**config.mk**
```make
export PLATFORM = sky130hd
export DESIGN_NAME = gray_sync_decoder
export DESIGN_NICKNAME = d
export VERILOG_FILES = /design/src/rtl/cdc_pkg.sv /design/src/rtl/sync_chain.sv /design/src/rtl/gray_sync_decoder.sv
export SDC_FILE = /design/constraint.sdc
export NUM_CORES = 1
export LEC_CHECK = 0
export ABC_CLOCK_PERIOD_IN_PS = 5500
export CORE_MARGIN = 3
export CORE_UTILIZATION = 60
export CTS_CLUSTER_DIAMETER = 50
export CTS_CLUSTER_SIZE = 25
export DETAILED_ROUTE_END_ITERATION = 10
export HOLD_SLACK_MARGIN = 0.12
export PLACE_DENSITY = 0.95
export SLEW_MARGIN = 25
export SYNTH_ARGS = -nofsm -noshare
export SYNTH_HDL_FRONTEND = slang
export SYNTH_SLANG_ARGS = --single-unit
```
**constraint.sdc**
```tcl
create_clock -name clk -period 5.5 [get_ports clk]
set_clock_uncertainty 0.1 [all_clocks]
set_input_delay 1.375 -clock clk [delete_from_list [all_inputs] [get_ports clk]]
set_output_delay 1.375 -clock clk [all_outputs]
set_load 0.05 [all_outputs]
```
**src/rtl/cdc_pkg.sv**
```systemverilog
// Shared CDC definitions: FSM state encoding, synchroniser depth limits, gray-to-binary helper.
package cdc_pkg;

    localparam int SYNC_STAGES_MIN = 2;
    localparam int SYNC_STAGES_MAX = 4;

    // Widest counter gray2bin can decode; narrower counters are zero-extended.
    localparam int G2B_MAXW = 64;

    localparam logic [1:0] ST_IDLE  = 2'd0;
    localparam logic [1:0] ST_TRACK = 2'd1;
    localparam logic [1:0] ST_HOLD  = 2'd2;

    typedef enum logic [1:0] {
        IDLE  = ST_IDLE,
        TRACK = ST_TRACK,
        HOLD  = ST_HOLD
    } state_t;

    // Bits at or above w are masked off, so only the low w bits of g are decoded.
    function automatic logic [G2B_MAXW-1:0] gray2bin(input logic [G2B_MAXW-1:0] g, input int w);
        logic [G2B_MAXW-1:0] mask;
        logic [G2B_MAXW-1:0] gm;
        logic [G2B_MAXW-1:0] b;
        mask = '1;
        if (w < G2B_MAXW) begin
            mask = (G2B_MAXW'(1) << w) - G2B_MAXW'(1);
        end
        gm = g & mask;
        b = '0;
        b[G2B_MAXW-1] = gm[G2B_MAXW-1];
        for (int i = G2B_MAXW - 2; i >= 0; i--) begin
            b[i] = b[i+1] ^ gm[i];
        end
        return b;
    endfunction

endpackage

```
**src/rtl/sync_chain.sv**
```systemverilog
// Plain multi-flop synchroniser, no logic between stages; synchronous active-high reset.
module sync_chain #(
    parameter int W      = 1,
    parameter int STAGES = 2
) (
    input  logic         clk,
    input  logic         rst,
    input  logic [W-1:0] d_i,
    output logic [W-1:0] q_o
);

    logic [W-1:0] stage_q [STAGES];

    always_ff @(posedge clk) begin
        if (rst) begin
            for (int i = 0; i < STAGES; i++) begin
                stage_q[i] <= '0;
            end
        end else begin
            stage_q[0] <= d_i;
            for (int i = 1; i < STAGES; i++) begin
                stage_q[i] <= stage_q[i-1];
            end
        end
    end

    assign q_o = stage_q[STAGES-1];

endmodule

```
**src/rtl/gray_sync_decoder.sv**
```systemverilog
// Gray counter CDC consumer: syncs gray+load, decodes, emits {bin_out, delta} beats; GRAY_CHECK_EN adds a sticky gray_err.
// Latency: gray_in stable at capture edge 1 shows on out_valid/bin_out after edge SYNC_STAGES+2.
// Backpressure: beat held stable while out_ready=0; only a load drop withdraws it.
module gray_sync_decoder
    import cdc_pkg::*;
#(
    parameter int K           = 8,
    parameter int SYNC_STAGES = 2
) (
    input  logic         clk,
    input  logic         rst,
    input  logic [K-1:0] gray_in,
    input  logic         load_in,
    input  logic         out_ready,
    output logic         out_valid,
    output logic [K-1:0] bin_out,
    output logic [K-1:0] delta,
    output logic         active,
    output logic         gray_err
);

    if (SYNC_STAGES < SYNC_STAGES_MIN || SYNC_STAGES > SYNC_STAGES_MAX) begin : g_bad_stages
        $error("gray_sync_decoder: SYNC_STAGES out of range");
    end
    if (K < 1 || K > G2B_MAXW) begin : g_bad_width
        $error("gray_sync_decoder: K out of range");
    end

    logic [K:0]   sync_q;
    logic [K-1:0] gray_s;
    logic         load_s;
    logic [K-1:0] bin_cur_q;
    state_t       state_q;
    logic [K-1:0] last_ack_q;
    logic [K-1:0] bin_out_q;
    logic [K-1:0] delta_q;
    logic         out_valid_q;
    logic         active_q;

    sync_chain #(
        .W      (K + 1),
        .STAGES (SYNC_STAGES)
    ) u_sync (
        .clk (clk),
        .rst (rst),
        .d_i ({load_in, gray_in}),
        .q_o (sync_q)
    );

    assign load_s = sync_q[K];
    assign gray_s = sync_q[K-1:0];

    always_ff @(posedge clk) begin
        if (rst) begin
            bin_cur_q <= '0;
        end else begin
            bin_cur_q <= K'(gray2bin(G2B_MAXW'(gray_s), K));
        end
    end

    // A load drop outranks everything, including an acceptance in the same cycle.
    always_ff @(posedge clk) begin
        if (rst) begin
            state_q     <= IDLE;
            last_ack_q  <= '0;
            bin_out_q   <= '0;
            delta_q     <= '0;
            out_valid_q <= 1'b0;
            active_q    <= 1'b0;
        end else begin
            case (state_q)
                IDLE: begin
                    out_valid_q <= 1'b0;
                    last_ack_q  <= '0;
                    if (load_s) begin
                        active_q <= 1'b1;
                        state_q  <= TRACK;
                    end else begin
                        active_q <= 1'b0;
                    end
                end
                TRACK: begin
                    if (!load_s) begin
                        out_valid_q <= 1'b0;
                        last_ack_q  <= '0;
                        active_q    <= 1'b0;
                        state_q     <= IDLE;
                    end else if (bin_cur_q != last_ack_q) begin
                        bin_out_q   <= bin_cur_q;
                        delta_q     <= bin_cur_q - last_ack_q;
                        out_valid_q <= 1'b1;
                        state_q     <= HOLD;
                    end
                end
                HOLD: begin
                    if (!load_s) begin
                        out_valid_q <= 1'b0;
                        last_ack_q  <= '0;
                        active_q    <= 1'b0;
                        state_q     <= IDLE;
                    end else if (out_ready) begin
                        last_ack_q <= bin_out_q;
                        if (bin_cur_q != bin_out_q) begin
                            bin_out_q <= bin_cur_q;
                            delta_q   <= bin_cur_q - bin_out_q;
                        end else begin
                            out_valid_q <= 1'b0;
                            state_q     <= TRACK;
                        end
                    end
                end
                default: begin
                    out_valid_q <= 1'b0;
                    active_q    <= 1'b0;
                    state_q     <= IDLE;
                end
            endcase
        end
    end

    assign out_valid = out_valid_q;
    assign bin_out   = bin_out_q;
    assign delta     = delta_q;
    assign active    = active_q;

`ifdef GRAY_CHECK_EN
    logic [K-1:0] gray_prev_q;
    logic         gray_err_q;

    // Only trustworthy when the source clock is slower than clk.
    always_ff @(posedge clk) begin
        if (rst) begin
            gray_prev_q <= '0;
            gray_err_q  <= 1'b0;
        end else begin
            gray_prev_q <= gray_s;
            if (active_q && ($countones(gray_s ^ gray_prev_q) > 1)) begin
                gray_err_q <= 1'b1;
            end
        end
    end

    assign gray_err = gray_err_q;
`else
    assign gray_err = 1'b0;
`endif

endmodule
```
==> results of run 1 <==
-- worst max-delay path, cell delays in order --
cell	delay (ns)
clkdlybuf4s50_1	0.50
o311ai_1	0.17
a211oi_4	0.61
buf_6	0.27
nand2_1	0.09
o211a_1	0.23
-- power groups by stage --
stage	logic [uW]	clock network (uW)	registers [uW]
after floorplan	172	0	446
after global routing	268	282	429
final	243	264	426
after detailed placement	238	0	435
after global placement	229	0	434
after CTS	241	268	426
-- area by class of cell --
cell class                      count  area (um^2)  area share [%]
Clock buffer                        6         72.6            2.28
Clock inverter                      2         37.5            1.18
Inverter                           23         86.3            2.71
Multi-Input combinational cell    217         1550            48.5
Sequential cell                    54         1080            33.9
Tap cell                           52         65.1            2.04
Timing Repair Buffer               30          297            9.31
-- routing by layer --
metal,wire length (um),up-vias
met4,199,0
met2,2780,82
met1,2330,998
met5,0,-
met3,281,22
li1,-,1079
-- sequential cells by signal, summed over array words and instances (netlist names) --
register	cells
delta	8
state_q	2
out_valid	1
bin_out	8
last_ack_q	8
bin_cur_q	8
active	1
u_sync.stage_q	18
-- stage by stage --
step / utilization, % / instances / total power, uW / worst slack, ns / hold WS, ns
final: 72.2 / 384 / 933 / 2.37 / 0.344
after global routing: 72.2 / 384 / 979 / 2.28 / 0.366
after CTS: 72.2 / 384 / 935 / 2.40 / 0.350
after detailed placement: 69.7 / 376 / 674 / 2.06 / 0.328
after global placement: 69.4 / 375 / 663 / 1.80 / 0.315
after floorplan: - / 308 / 619 / 3.00 / 0.314
-- placed cells by master (no fill, tap or decap), drive strengths merged, types with 3 or more instances in the layout --
cell type / n
ha: 18
dfxtp: 54
nor2: 37
nor2b: 24
clkbuf: 6
nand3: 9
xor2: 8
nand4: 3
a21oi: 22
xnor2: 5
nor3: 6
inv: 23
nand2: 16
a211oi: 5
o21a: 3
mux2i: 9
clkdlybuf4s50: 28
o21ai: 10
nand2b: 8
-- cell families after synthesis --
group           count (synthesis)
fa+ha+maj                      20
mux                            11
simple gates                  115
buf+inv                        37
xor+xnor                       14
flops                          54
other cells                     1
compound gates                 56
-- worst max-delay path by stage --
| stage | end | slack [ns] | cells after the start |
|---|---|---|---|
| floorplan | delta[7]$_SDFFE_PP0P_ | 3.00 | 7 |
| global placement | delta[7]$_SDFFE_PP0P_ | 1.80 | 5 |
| detailed placement | delta[7]$_SDFFE_PP0P_ | 2.06 | 6 |
| CTS | delta[7]$_SDFFE_PP0P_ | 2.40 | 6 |
| global route | delta[2]$_SDFFE_PP0P_ | 2.28 | 6 |
| finish | delta[7]$_SDFFE_PP0P_ | 2.37 | 6 |
==> results.yml, run 1 <==
outcome:
  outcome: "completed"
route:
  avgRoutedWirePerCell_um: 14.6
  antenna_left: 0
  vias: 2181
  drc: 0
  via_per_inst: 5.68
  first_pass_iters: 4
  totalWireLength_um: 5590
  drtIter0Drc: 142
min_path:
  holdPathStages: 1
  hp-class: "reg -> reg"
  hp-start: "u_sync.stage_q[0][2]$_SDFF_PP0_"
  hold-path-endpoint: "u_sync.stage_q[0][11]$_SDFF_PP0_"
floorplan:
  start_util_pct: 63.0
  die_h_um: 74.1
  coreArea_mm2: 0.00441
  rows: 24
  dieArea_mm2: 0.00549
  die_w_um: 74.1
  pin_count: 31
setup_path:
  cp-start-kind: "primary input"
  r2r_end: "delta[7]$_SDFFE_PP0P_"
  reg2reg_from: "state_q[0]$_SDFFE_PP0P_"
  reg2reg_slack_ns: 2.74
  worstPathArrival_ns: 3.25
  worst_setup_path_end_kind: "register"
  required_ns: 5.62
  worstRegToRegCells: 7
  cp_max_fo: 19
  crit_type: "in -> reg"
  crit_path_start: "out_ready"
logic_synthesis:
  synth_compound_area_share_pct: 14.3
  netlist_area_mm2: 0.00278
  synth_top_area_share_pct: 38.8
  ys_ff_latch: 54
  yosysMostFrequentCell: "dfxtp_1"
  netlist_instances: 308
  synth_area_leaders: "dfxtp_1 (39%), ha_1 (8.1%), nor2b_1 (5.4%)"
  synth_fa_ha_area_share_pct: 9.53
  postSynthAreaPerCell_um2: 9.03
  synth_fp_nets: 340
  yosysSeqAreaShare_pct: 38.8
  synth_top_family_by_area: "simple AND/OR/NAND/NOR gates"
  synth_edf_count: 0
  synth_flop_cell: "dfxtp_1"
  synth.area.mux_share_pct: 4.18
  async_reset_ff_share_pct: 0
  synth-simple-area-share_pct: 21.1
  synth_common_cells: "dfxtp_1 (54), nor2_1 (37), nor2b_1 (24)"
  synthDistinctLibCells: 55
  yosysWarnings: 0
  synth_xor_area_share_pct: 6.03
  synth_top_area_cell: "dfxtp_1"
power:
  peakVddDrop_uv: 214
  power_frac_comb_pct: 26.0
  p_int_uw: 652
  p_sw_share_pct: 30.2
  leakage_uw: 0.00120
  p_per_area_mw_per_mm2: 293
  net-switching-power_uw: 281
  clkPwrFrac_pct: 28.3
  p_seq_share_pct: 45.7
timing:
  max_slew_margin_pct: 37.3
  setup_viol: 0
  hold_viol_final: 0
  finalCriticalPeriod_ns: 3.13
  tightest_slew_ns: 0.940
  period_share_pct: 57.0
  slew_violations: 0
  finalSetupTns_ns: 0
  max_freq_mhz: 319
  rsz0062_at_grt: "no"
placed_design:
  dp_hpwl_um: 4100
  placed_cell_area_mm2: 0.00308
  place_congestion: 0.936
  io_buffers: 29
finish:
  antennaDiodeCount: 0
  fin_area_mm2: 0.00319
  filler_cell_count: 323
  final_nets: 363
  drive_gt1_share_pct: 7.23
  syn2layout_area_growth_pct: 14.5
global_route:
  antenna_found_initial: 0
  use_met1_pct: 26.0
  top_usage_layer: "met2"
  grt_pass1_wl_um: 9590
  gr-total-overflow: 0
  grt_use_met2_pct: 40.1
  gr-usage-met3_pct: 5.14
  grt_pass1_vias: 2187
  grt_use_total_pct: 22.6
  grt_max_degree: 55
clocking:
  htreeDepth: 2
  numCtsBuffers: 5
  cts_tree: "yes"
  cts.repair.resized: 0
  postCtsSetupBuffers: 0
  cts_hold_buf: 0
  clockBufferDepth: 2
  clock_latency_ns: 0.31
  cts.clk_slew.worst_paths_ns: 0.10
  clkSinkCount: 54
  cts-root-buf: "clkbuf_8"
flow_run:
  cap_viol_max_count: 0
(Power assumes the default switching activity.)
==> run 2, diff against run 1 <==
- ABC_CLOCK_PERIOD_IN_PS: 5500 -> 3000
- CORE_UTILIZATION: 60 -> 56
- PLACE_DENSITY: 0.95 -> 0.91
- clock period: 5.5 -> 3 ns (I/O delays scaled with it)
==> results.yml, run 2 (synthesized netlist as in run 1, its figures left out) <==
timing:
  max_slew_margin_pct: 58.1
  hold_viol_final: 0
  tightest_slew_ns: 0.625
  finalCriticalPeriod_ns: 2.49
  rsz0062_at_grt: "no"
  max_freq_mhz: 401
  fin_ws_ns: 0.509
  finalSetupTns_ns: 0
  whs_ns: 0.345
  period_share_pct: 83.0
  slew_violations: 0
  setup_viol: 0
global_route:
  gr-total-overflow: 0
  grt_max_degree: 25
  antenna_found_initial: 0
  grt_pass1_wl_um: 9120
  grt_pass1_vias: 2074
  grt_use_total_pct: 19.3
setup_path:
  cp_max_fo: 11
  required_ns: 3.11
  worstPathArrival_ns: 2.60
  crit_buf_inv: 2
  crit_type: "reg -> reg"
  reg2reg_slack_ns: 0.51
  reg2reg_from: "bin_out[5]$_SDFFE_PP0P_"
  cp-start-kind: "register"
  cp_top_family: "compound AO/OA/AOI/OAI gates"
  slowest_delay_ns: 0.52
  r2r_end: "delta[2]$_SDFFE_PP0P_"
  path_cells: "inv_1 > ha_1 > nand4_1 > o311ai_1 > a211oi_4 > buf_4 > mux2i_1 > nor2_1"
  path_depth: 8
  cpMaxStageDelayCell: "a211oi_4"
  worstRegToRegCells: 8
  worst_setup_path_end_kind: "register"
finish:
  drive_gt1_share_pct: 8.90
  finalNonFillerCells: 404
  final_nets: 368
  syn2layout_area_growth_pct: 16.1
  fin_area_mm2: 0.00323
  mostFrequentLayoutCells: "dfxtp_1 (54), nor2_1 (37), clkdlybuf4s50_1 (28)"
  antennaDiodeCount: 0
  largest_reg_flops: 18
  top_register: "u_sync.stage_q"
  final_common_cell: "dfxtp_1"
outcome:
  outcome: "completed"
clocking:
  clkSinkCount: 54
  cts_hold_buf: 0
  postCtsSetupBuffers: 0
  cts_tree: "yes"
  clockBufferDepth: 2
  numCtsBuffers: 5
  htreeDepth: 2
  cts.repair.resized: 0
  cts.clk_slew.worst_paths_ns: 0.10
  cts-root-buf: "clkbuf_8"
  clock_latency_ns: 0.32
route:
  vias: 2166
  top_layer_used: "met4"
  antenna_left: 0
  drc: 0
  avgRoutedWirePerCell_um: 13.5
  totalWireLength_um: 5460
  first_pass_iters: 4
  wl_met1_um: 2390
  via_per_inst: 5.36
  dr_wl_met3_um: 254
  drtIter0Drc: 89
  wl_met2_um: 2710
floorplan:
  pin_count: 31
  rows: 25
  dieArea_mm2: 0.00585
  coreArea_mm2: 0.00475
  start_util_pct: 58.5
  die_w_um: 76.5
  die_h_um: 76.5
power:
  p_per_area_mw_per_mm2: 520
  peakVddDrop_uv: 323
  leakage_uw: 0.00122
min_path:
  hp-class: "reg -> reg"
  holdPathStages: 1
  hold-path-endpoint: "u_sync.stage_q[0][12]$_SDFF_PP0_"
  hp-start: "u_sync.stage_q[0][3]$_SDFF_PP0_"
placed_design:
  io_buffers: 29
  placed_cell_area_mm2: 0.00313
  place_congestion: 0.896
  dp_hpwl_um: 4140
  dp_cells: 396
  dpl_worst_slack_ns: 0.305
flow_run:
  cap_viol_max_count: 0
==> run 2: cell types whose count changed in the layout (fill, tap and decap cells not counted), sizes merged <==
cell	delta
inv	+2
buf	+5
clkinvlp	-1
bufinv	-1
==> run 2: metrics by stage <==
stage	power [uW]	util [%]
3_5_place_dp	1240	65.8
3_3_place_gp	1230	65.8
6_report	1680	67.9
5_1_grt	1760	67.9
4_1_cts	1690	67.9
2_1_floorplan	1130	-
==> run 2: layer usage <==
metal | global-route usage [%] | vias up
met2 | 33.2 | 57
met5 | 0 | -
met3 | 4.02 | 11
met1 | 22.8 | 1005
li1 | - | 1093
met4 | 9.42 | 0
==> run 2: report_power, final <==
group | leakage, uW | internal (uW) | switching, uW
Combinational | 0.000730 | 196 | 251
Sequential | 0.000441 | 753 | 28.9
Clock | 0.0000537 | 197 | 256
Total | 0.00122 | 1150 | 536
==> run 2: worst max path at each step <==
stage                                  startpoint                    end  slack, ns
after floorplan           bin_out[5]$_SDFFE_PP0P_  delta[7]$_SDFFE_PP0P_       0.50
after global placement                  out_ready  delta[4]$_SDFFE_PP0P_       0.36
after detailed placement                out_ready  delta[4]$_SDFFE_PP0P_       0.31
after CTS                 bin_out[5]$_SDFFE_PP0P_  delta[4]$_SDFFE_PP0P_       0.51
after global routing      bin_out[5]$_SDFFE_PP0P_  delta[6]$_SDFFE_PP0P_       0.34
final                     bin_out[5]$_SDFFE_PP0P_  delta[2]$_SDFFE_PP0P_       0.51
==> run 2: final cells by class <==
cell class	count	area (um^2)
multi-input cells	217	1550
fillers	385	1520
clock buffers	6	82.6
clock inverters	2	20.0
well taps	67	83.8
inverters	23	86.3
flip-flops and latches	54	1080
repair buffers	35	330
